<file path="src/rtl/seg7_scan_decoder.sv">
// Recovers a 4-digit hex frame from a multiplexed active-low seven-segment bus.
// Optional glyph error counter is built when SEG7_DEC_ERRCNT_EN is defined.
module seg7_scan_decoder #(
    parameter int SETTLE  = 4,
    parameter int TIMEOUT = 65536
) (
    input  logic        clk,
    input  logic        rst,
    input  logic [0:7]  seg,
    input  logic        digit1,
    input  logic        digit2,
    input  logic        digit3,
    input  logic        digit4,
    output logic [15:0] value,
    output logic [3:0]  dp,
    output logic [3:0]  blank,
    output logic        frame_valid,
    output logic        glyph_err,
    output logic        scan_err,
    output logic [7:0]  err_count,
    output logic [1:0]  dbg_state
);
    localparam int CW = $clog2(SETTLE);
    localparam int SW = $clog2(TIMEOUT + 1);

    typedef enum logic [1:0] {IDLE = 2'd0, SETTLING = 2'd1, CAPTURED = 2'd2} state_t;

    // frame_valid and glyph_err are single-cycle strobes with no back-pressure:
    // a consumer must sample value/dp/blank in the cycle frame_valid is high.

    logic [0:7]    seg_m, seg_s, prev_seg;
    logic [3:0]    dig_m, dig_s;
    logic          sel, prev_sel;
    logic [1:0]    idx, prev_idx, pos;
    logic          changed, cap;
    state_t        state;
    logic [CW-1:0] cnt;
    logic [SW-1:0] stall;
    logic [6:0]    pat;
    logic [3:0]    dec_nib;
    logic          dec_bad, dec_blank;
    logic [15:0]   nib_sh, nib_nx;
    logic [3:0]    dp_sh, dp_nx, blk_sh, blk_nx, seen, seen_nx;

    always_ff @(posedge clk or posedge rst) begin
        if (rst) begin
            seg_m <= '1;
            seg_s <= '1;
            dig_m <= '1;
            dig_s <= '1;
        end else begin
            seg_m <= seg;
            seg_s <= seg_m;
            dig_m <= {digit1, digit2, digit3, digit4};
            dig_s <= dig_m;
        end
    end

    always_comb begin
        sel = 1'b1;
        idx = 2'd0;
        case (dig_s)
            4'b0111: idx = 2'd0;
            4'b1011: idx = 2'd1;
            4'b1101: idx = 2'd2;
            4'b1110: idx = 2'd3;
            default: sel = 1'b0;
        endcase
    end

    // Digit index 0 (digit1) lands in the most significant slot.
    assign pos     = ~idx;
    assign changed = {sel, idx, seg_s} != {prev_sel, prev_idx, prev_seg};
    assign cap     = (state == SETTLING) && sel && !changed && (cnt == CW'(SETTLE - 1));
    assign pat     = ~seg_s[0:6];

    always_comb begin
        dec_nib   = 4'h0;
        dec_bad   = 1'b0;
        dec_blank = 1'b0;
        case (pat)
            7'h7E: dec_nib = 4'h0;
            7'h30: dec_nib = 4'h1;
            7'h6D: dec_nib = 4'h2;
            7'h79: dec_nib = 4'h3;
            7'h33: dec_nib = 4'h4;
            7'h5B: dec_nib = 4'h5;
            7'h5F: dec_nib = 4'h6;
            7'h70: dec_nib = 4'h7;
            7'h7F: dec_nib = 4'h8;
            7'h7B: dec_nib = 4'h9;
            7'h77: dec_nib = 4'hA;
            7'h1F: dec_nib = 4'hB;
            7'h4E: dec_nib = 4'hC;
            7'h3D: dec_nib = 4'hD;
            7'h4F: dec_nib = 4'hE;
            7'h47: dec_nib = 4'hF;
            7'h00: dec_blank = 1'b1;
            default: dec_bad = 1'b1;
        endcase
    end

    // Shadow contents as they would be with the current capture merged in.
    always_comb begin
        nib_nx  = nib_sh;
        dp_nx   = dp_sh;
        blk_nx  = blk_sh;
        seen_nx = seen;
        nib_nx[{pos, 2'b00} +: 4] = dec_nib;
        dp_nx[pos]   = ~seg_s[7];
        blk_nx[pos]  = dec_blank;
        seen_nx[pos] = 1'b1;
    end

    always_ff @(posedge clk or posedge rst) begin
        if (rst) begin
            state    <= IDLE;
            cnt      <= '0;
            prev_sel <= 1'b0;
            prev_idx <= 2'd0;
            prev_seg <= '1;
        end else begin
            prev_sel <= sel;
            prev_idx <= idx;
            prev_seg <= seg_s;
            case (state)
                IDLE: begin
                    cnt <= '0;
                    if (sel) state <= SETTLING;
                end
                SETTLING: begin
                    if (!sel) begin
                        state <= IDLE;
                        cnt   <= '0;
                    end else if (changed) begin
                        cnt <= '0;
                    end else if (cap) begin
                        state <= CAPTURED;
                        cnt   <= '0;
                    end else begin
                        cnt <= cnt + 1'b1;
                    end
                end
                CAPTURED: begin
                    cnt <= '0;
                    if (changed) state <= sel ? SETTLING : IDLE;
                end
                default: begin
                    state <= IDLE;
                    cnt   <= '0;
                end
            endcase
        end
    end

    assign dbg_state = state;

    always_ff @(posedge clk or posedge rst) begin
        if (rst) begin
            nib_sh      <= '0;
            dp_sh       <= '0;
            blk_sh      <= '0;
            seen        <= '0;
            value       <= '0;
            dp          <= '0;
            blank       <= 4'hF;
            frame_valid <= 1'b0;
            glyph_err   <= 1'b0;
            stall       <= '0;
        end else begin
            frame_valid <= 1'b0;
            glyph_err   <= cap && dec_bad;
            if (cap) begin
                stall  <= '0;
                nib_sh <= nib_nx;
                dp_sh  <= dp_nx;
                blk_sh <= blk_nx;
                if (seen_nx == 4'b1111) begin
                    value       <= nib_nx;
                    dp          <= dp_nx;
                    blank       <= blk_nx;
                    frame_valid <= 1'b1;
                    seen        <= '0;
                end else begin
                    seen <= seen_nx;
                end
            end else if (stall != SW'(TIMEOUT)) begin
                stall <= stall + 1'b1;
            end
        end
    end

    assign scan_err = (stall == SW'(TIMEOUT));

`ifdef SEG7_DEC_ERRCNT_EN
    always_ff @(posedge clk or posedge rst) begin
        if (rst) begin
            err_count <= '0;
        end else if (glyph_err && err_count != 8'hFF) begin
            err_count <= err_count + 1'b1;
        end
    end
`else
    assign err_count = 8'd0;
`endif

endmodule

</file>
<file path="config.mk">
export PLATFORM = sky130hd
export DESIGN_NAME = seg7_scan_decoder
export DESIGN_NICKNAME = d
export VERILOG_FILES = /design/src/rtl/seg7_scan_decoder.sv
export SDC_FILE = /design/constraint.sdc
export NUM_CORES = 1
export LEC_CHECK = 0
export CELL_PAD_IN_SITES_DETAIL_PLACEMENT = 0
export CELL_PAD_IN_SITES_GLOBAL_PLACEMENT = 2
export CORE_MARGIN = 2
export CORE_UTILIZATION = 34
export DETAILED_ROUTE_END_ITERATION = 6
export GPL_TIMING_DRIVEN = 0
export PLACE_DENSITY = 0.74
export SLEW_MARGIN = 20
export SYNTH_ARGS = -nofsm -noshare
export SYNTH_HDL_FRONTEND = slang
export SYNTH_SLANG_ARGS = --single-unit
</file>
<file path="constraint.sdc">
create_clock -name clk -period 3.3 [get_ports clk]
set_clock_uncertainty 0.2 [all_clocks]
set_input_delay 0.33 -clock clk [delete_from_list [all_inputs] [get_ports clk]]
set_output_delay 0.33 -clock clk [all_outputs]
set_load 0.01 [all_outputs]
</file>
==> summary.txt <==
Global route
  • First-pass GRT wire length: 17600 um
  • Met1 GRT Util: roughly a fifth
  • Vias in the first global route: roughly 3500
  • Busiest grt layer: met2
  • Overall Global Routing Usage: 14.0%
  • Antenna violations before repair: 0
  • Largest net degree at the start of global routing: 28
  • Met3 usage: 2.44%
  • Met2 Usage GRT: 22.7%
  • Grt ovf: 0

Timing
  • Fin Hold WS: 0.124 ns
  • Slew at the pin closest to its max-slew limit: 0.756 ns
  • F_max: 331 MHz
  • RSZ-0062 raised after global routing: false
  • # setup viols final: 0
  • Endpoints failing hold: 0
  • Slew margin rel.: 49.6%
  • Tmin final: approximately 3.0 ns
  • Slew Viols, Final: 0
  • Final WS setup: about 0.28 ns
  • Period utilization: 91.5%

Floorplanning
  • Core area: 0.0145 mm^2
  • DIE AREA: 0.0157 mm^2
  • Starting density of the core: 34.6%
  • # IOs: 51
  • Chip width: 125 um
  • Die H: between 100 and 150 um
  • Number of cell rows: 44

Setup path
  • Crit path DAT: 3.04 ns
  • Setup crit start kind: register
  • WP data required: 3.32 ns
  • Worst-path fanout max: 11
  • Worst R2R Setup Slack: 0.28 ns
  • Crit path kind: reg2reg
  • Critical Path Sink Type: register

Power and ir drop
  • Leakage: 0.00252 uW
  • Net Sw Frac: 23.1%
  • Worst IR drop on VDD: 257 uV
  • Switching pwr: 589 uW
  • Int Power: 1970 uW
  • Pwr Density: about 420 mW/mm^2
  • Total power: between 2000 and 3000 uW
  • Sequential power share: 55.0%
  • Clock power frac: 38.2%
  • Combinational power share: 6.9%

Clock network
  • Total CTS buffers: 9
  • Clock transition at the registers of the reported paths: 0.07 ns
  • Clk_lat worst skew: 0.35 ns
  • Num Clock Sinks: 110
  • Clock root cell: clkbuf_16
  • H-tree depth: 3
  • Postcts setup bufs: 0
  • CTS tree: built
  • Clock Tree Buf Depth: 2

Placed design
  • DP HPWL: a little under 8000 um
  • Placement Cell Area: 0.00578 mm^2
  • I/O Buffers: 42
  • Place WS: -0.128 ns
  • RePlAce Congestion: approximately 0.8

Yosys
  • Syn_area_per_cell: 10.8 um^2
  • Yosys warns: 0
  • Asr flop ratio synth: 100%
  • Largest family of logic cells by synthesized area: simple AND/OR/NAND/NOR gates
  • Mux contribution to synthesized area: 4.24%
  • Synth Area in Adders: 2.50%
  • Primary FF master, synth: dfrtp_1
  • Post-synthesis xor/xnor area fraction: about 4.9%
  • Post-synth EDFFs: 0
  • Seq/Total Area, Yosys: approximately 56%
  • Simple-Gate Fraction of Synth Area: 16.4%
  • Seq cells post-synth: 110
  • Mapped Area: 0.00501 mm^2
  • Cells after Synth: 462
  • Netlist cell types: 53
  • Compound-cell area share of the yosys netlist: 11.2%

Detailed routing
  • First-pass DRT Iterations: 5
  • Post-DRT Antenna Nets: 0
  • Drt first-iter violations: 175
  • Residual DRC count: 0
  • Via Count: 3479
  • Drt wl/cell: 14.6 um
  • WL final: approximately 10000 um
  • Vias per cell: 4.87

Flow run
  • Max Cap Viol: 0

Outcome
  • Status: complete, no violations

Layout
  • Design Area, Final: 0.00606 mm^2
  • Synthesis-to-layout area growth: 20.9%
  • # diodes: 0
  • # fillers: roughly 1400
  • Finished Core Util: 41.9%
  • Layout cells sized above 1: 18.7%
  • Multi-input logic area: 0.00202 mm^2
  • FF+latch area: between 0.002 and 0.003 mm^2
  • Final Net Count: 549

Min path
  • HP Class: in2async
==> layout make-up <==
type | instances | share of cell area (%)
plain buffers | 27 | 2.95
multi-input cells | 315 | 33.4
clock buffers | 11 | 3.84
clock inverters | 5 | 0.434
flip-flops and latches | 110 | 46.2
repair buffers | 46 | 8.38
well taps | 184 | 3.80
inverters | 16 | 1.05
==> path summary, 6_finish.rpt <==
kind / from / to / depth (start not counted)
max: dig_s[2] / dp[1] / 12
max in group asynchronous: rst / blank[3] / 5
min reg2reg: dig_m[2] / dig_s[2] / 0
min: rst / cnt[0] / 2
max reg2reg: dig_s[2] / dp[1] / 12
min in group clk: dig_m[2] / dig_s[2] / 0
==> per-stage QoR <==
step / TNS [ns] / cells
floorplan: 0 / 469
global placement: -1.62 / 695
detailed placement: -2.54 / 699
CTS: 0 / 714
global route: 0 / 714
finish: 0 / 714
==> logic make-up (layout without fill, tap and decap cells) <==
logic type	Yosys count	in the layout
xor gates and xnor gates	27	27
AOI/OAI and AO/OA	89	89
DFF	110	110
adders and majority gates	10	10
other	1	8
muxes	19	19
buffers and inverters	44	105
and+or+nand+nor	162	162
==> placed cells by master, fill, tap and decap left out, types with 8 or more instances in the layout <==
cell type / count
o2bb2ai_1: 16
a21oi_1: 26
ha_1: 8
clkbuf_1: 8
nor3_1: 9
conb_1: 8
nor4_1: 10
clkdlybuf4s50_1: 42
inv_1: 13
clkbuf_16: 9
dfstp_2: 36
dfrtp_1: 74
o21ai_0: 27
nor2b_1: 12
nand3_1: 14
mux2_2: 10
xor2_1: 19
nand2_1: 46
buf_4: 9
nand4_1: 8
nor2_1: 32
==> sequential cells by signal (all words and copies together), names as in the netlist <==
signal       cells
glyph_err        1
prev_seg         8
dig_m            4
seg_m            8
dbg_state        2
dp               4
seen             4
value           16
nib_sh          16
seg_s            8
cnt              2
blank            4
stall           17
dig_s            4
dp_sh            4
blk_sh           4
frame_valid      1
prev_idx         2
prev_sel         1
==> synth_stat cells, types with 4 or more instances <==
library cell | instances | area, um^2
dfrtp_1 | 74 | 1850
nor3_1 | 9 | 45.0
clkbuf_1 | 7 | 26.3
ha_1 | 10 | 125
xor2_1 | 19 | 166
or3_1 | 7 | 43.8
nand4_1 | 8 | 50.1
nor2b_1 | 12 | 75.1
buf_6 | 5 | 56.3
o2bb2ai_1 | 16 | 140
dfstp_2 | 36 | 946
o21ai_0 | 27 | 135
nand3_1 | 14 | 70.1
nand3b_1 | 4 | 30.0
mux2_2 | 10 | 113
inv_1 | 16 | 60.1
nor2_1 | 32 | 120
o21ai_1 | 5 | 25.0
buf_2 | 5 | 25.0
xnor2_1 | 7 | 61.3
nor4_1 | 10 | 62.6
nand2_1 | 46 | 173
mux2i_1 | 7 | 70.1
and3_1 | 6 | 37.5
a21oi_1 | 26 | 130
buf_4 | 9 | 67.6
o22ai_1 | 4 | 25.0
==> power groups by stage <==
stage | logic (uW) | registers [uW] | clock network, uW
2_1_floorplan | 112 | 1420 | 0
3_3_place_gp | 160 | 1430 | 0
3_5_place_dp | 175 | 1430 | 0
4_1_cts | 175 | 1400 | 1010
5_1_grt | 198 | 1410 | 1070
6_report | 176 | 1400 | 975
==> critical path, cell delays in order, from the launching register on <==
cell	delay [ns]
dfstp_2	0.52
buf_2	0.18
xor2_1	0.08
and3_2	0.30
inv_2	0.17
ha_4	0.21
o22a_1	0.15
o221ai_1	0.18
a2111o_1	0.32
buf_2	0.20
buf_2	0.21
nand2_1	0.08
o21ai_0	0.08
==> per-layer routing <==
metal	up-vias	routed length (um)	part of all wire [%]
li1	1728	-	-
met1	1699	4950	47
met2	38	5040	48
met3	14	241	2.3
met4	0	202	1.9
met5	-	0	0
==> what timing repair did <==
item,CTS,global route
hold buffers,0,0
gates resized for setup,2,5
endpoints found under the setup margin,24,24
Note: power is estimated with default switching activity, not from simulation.
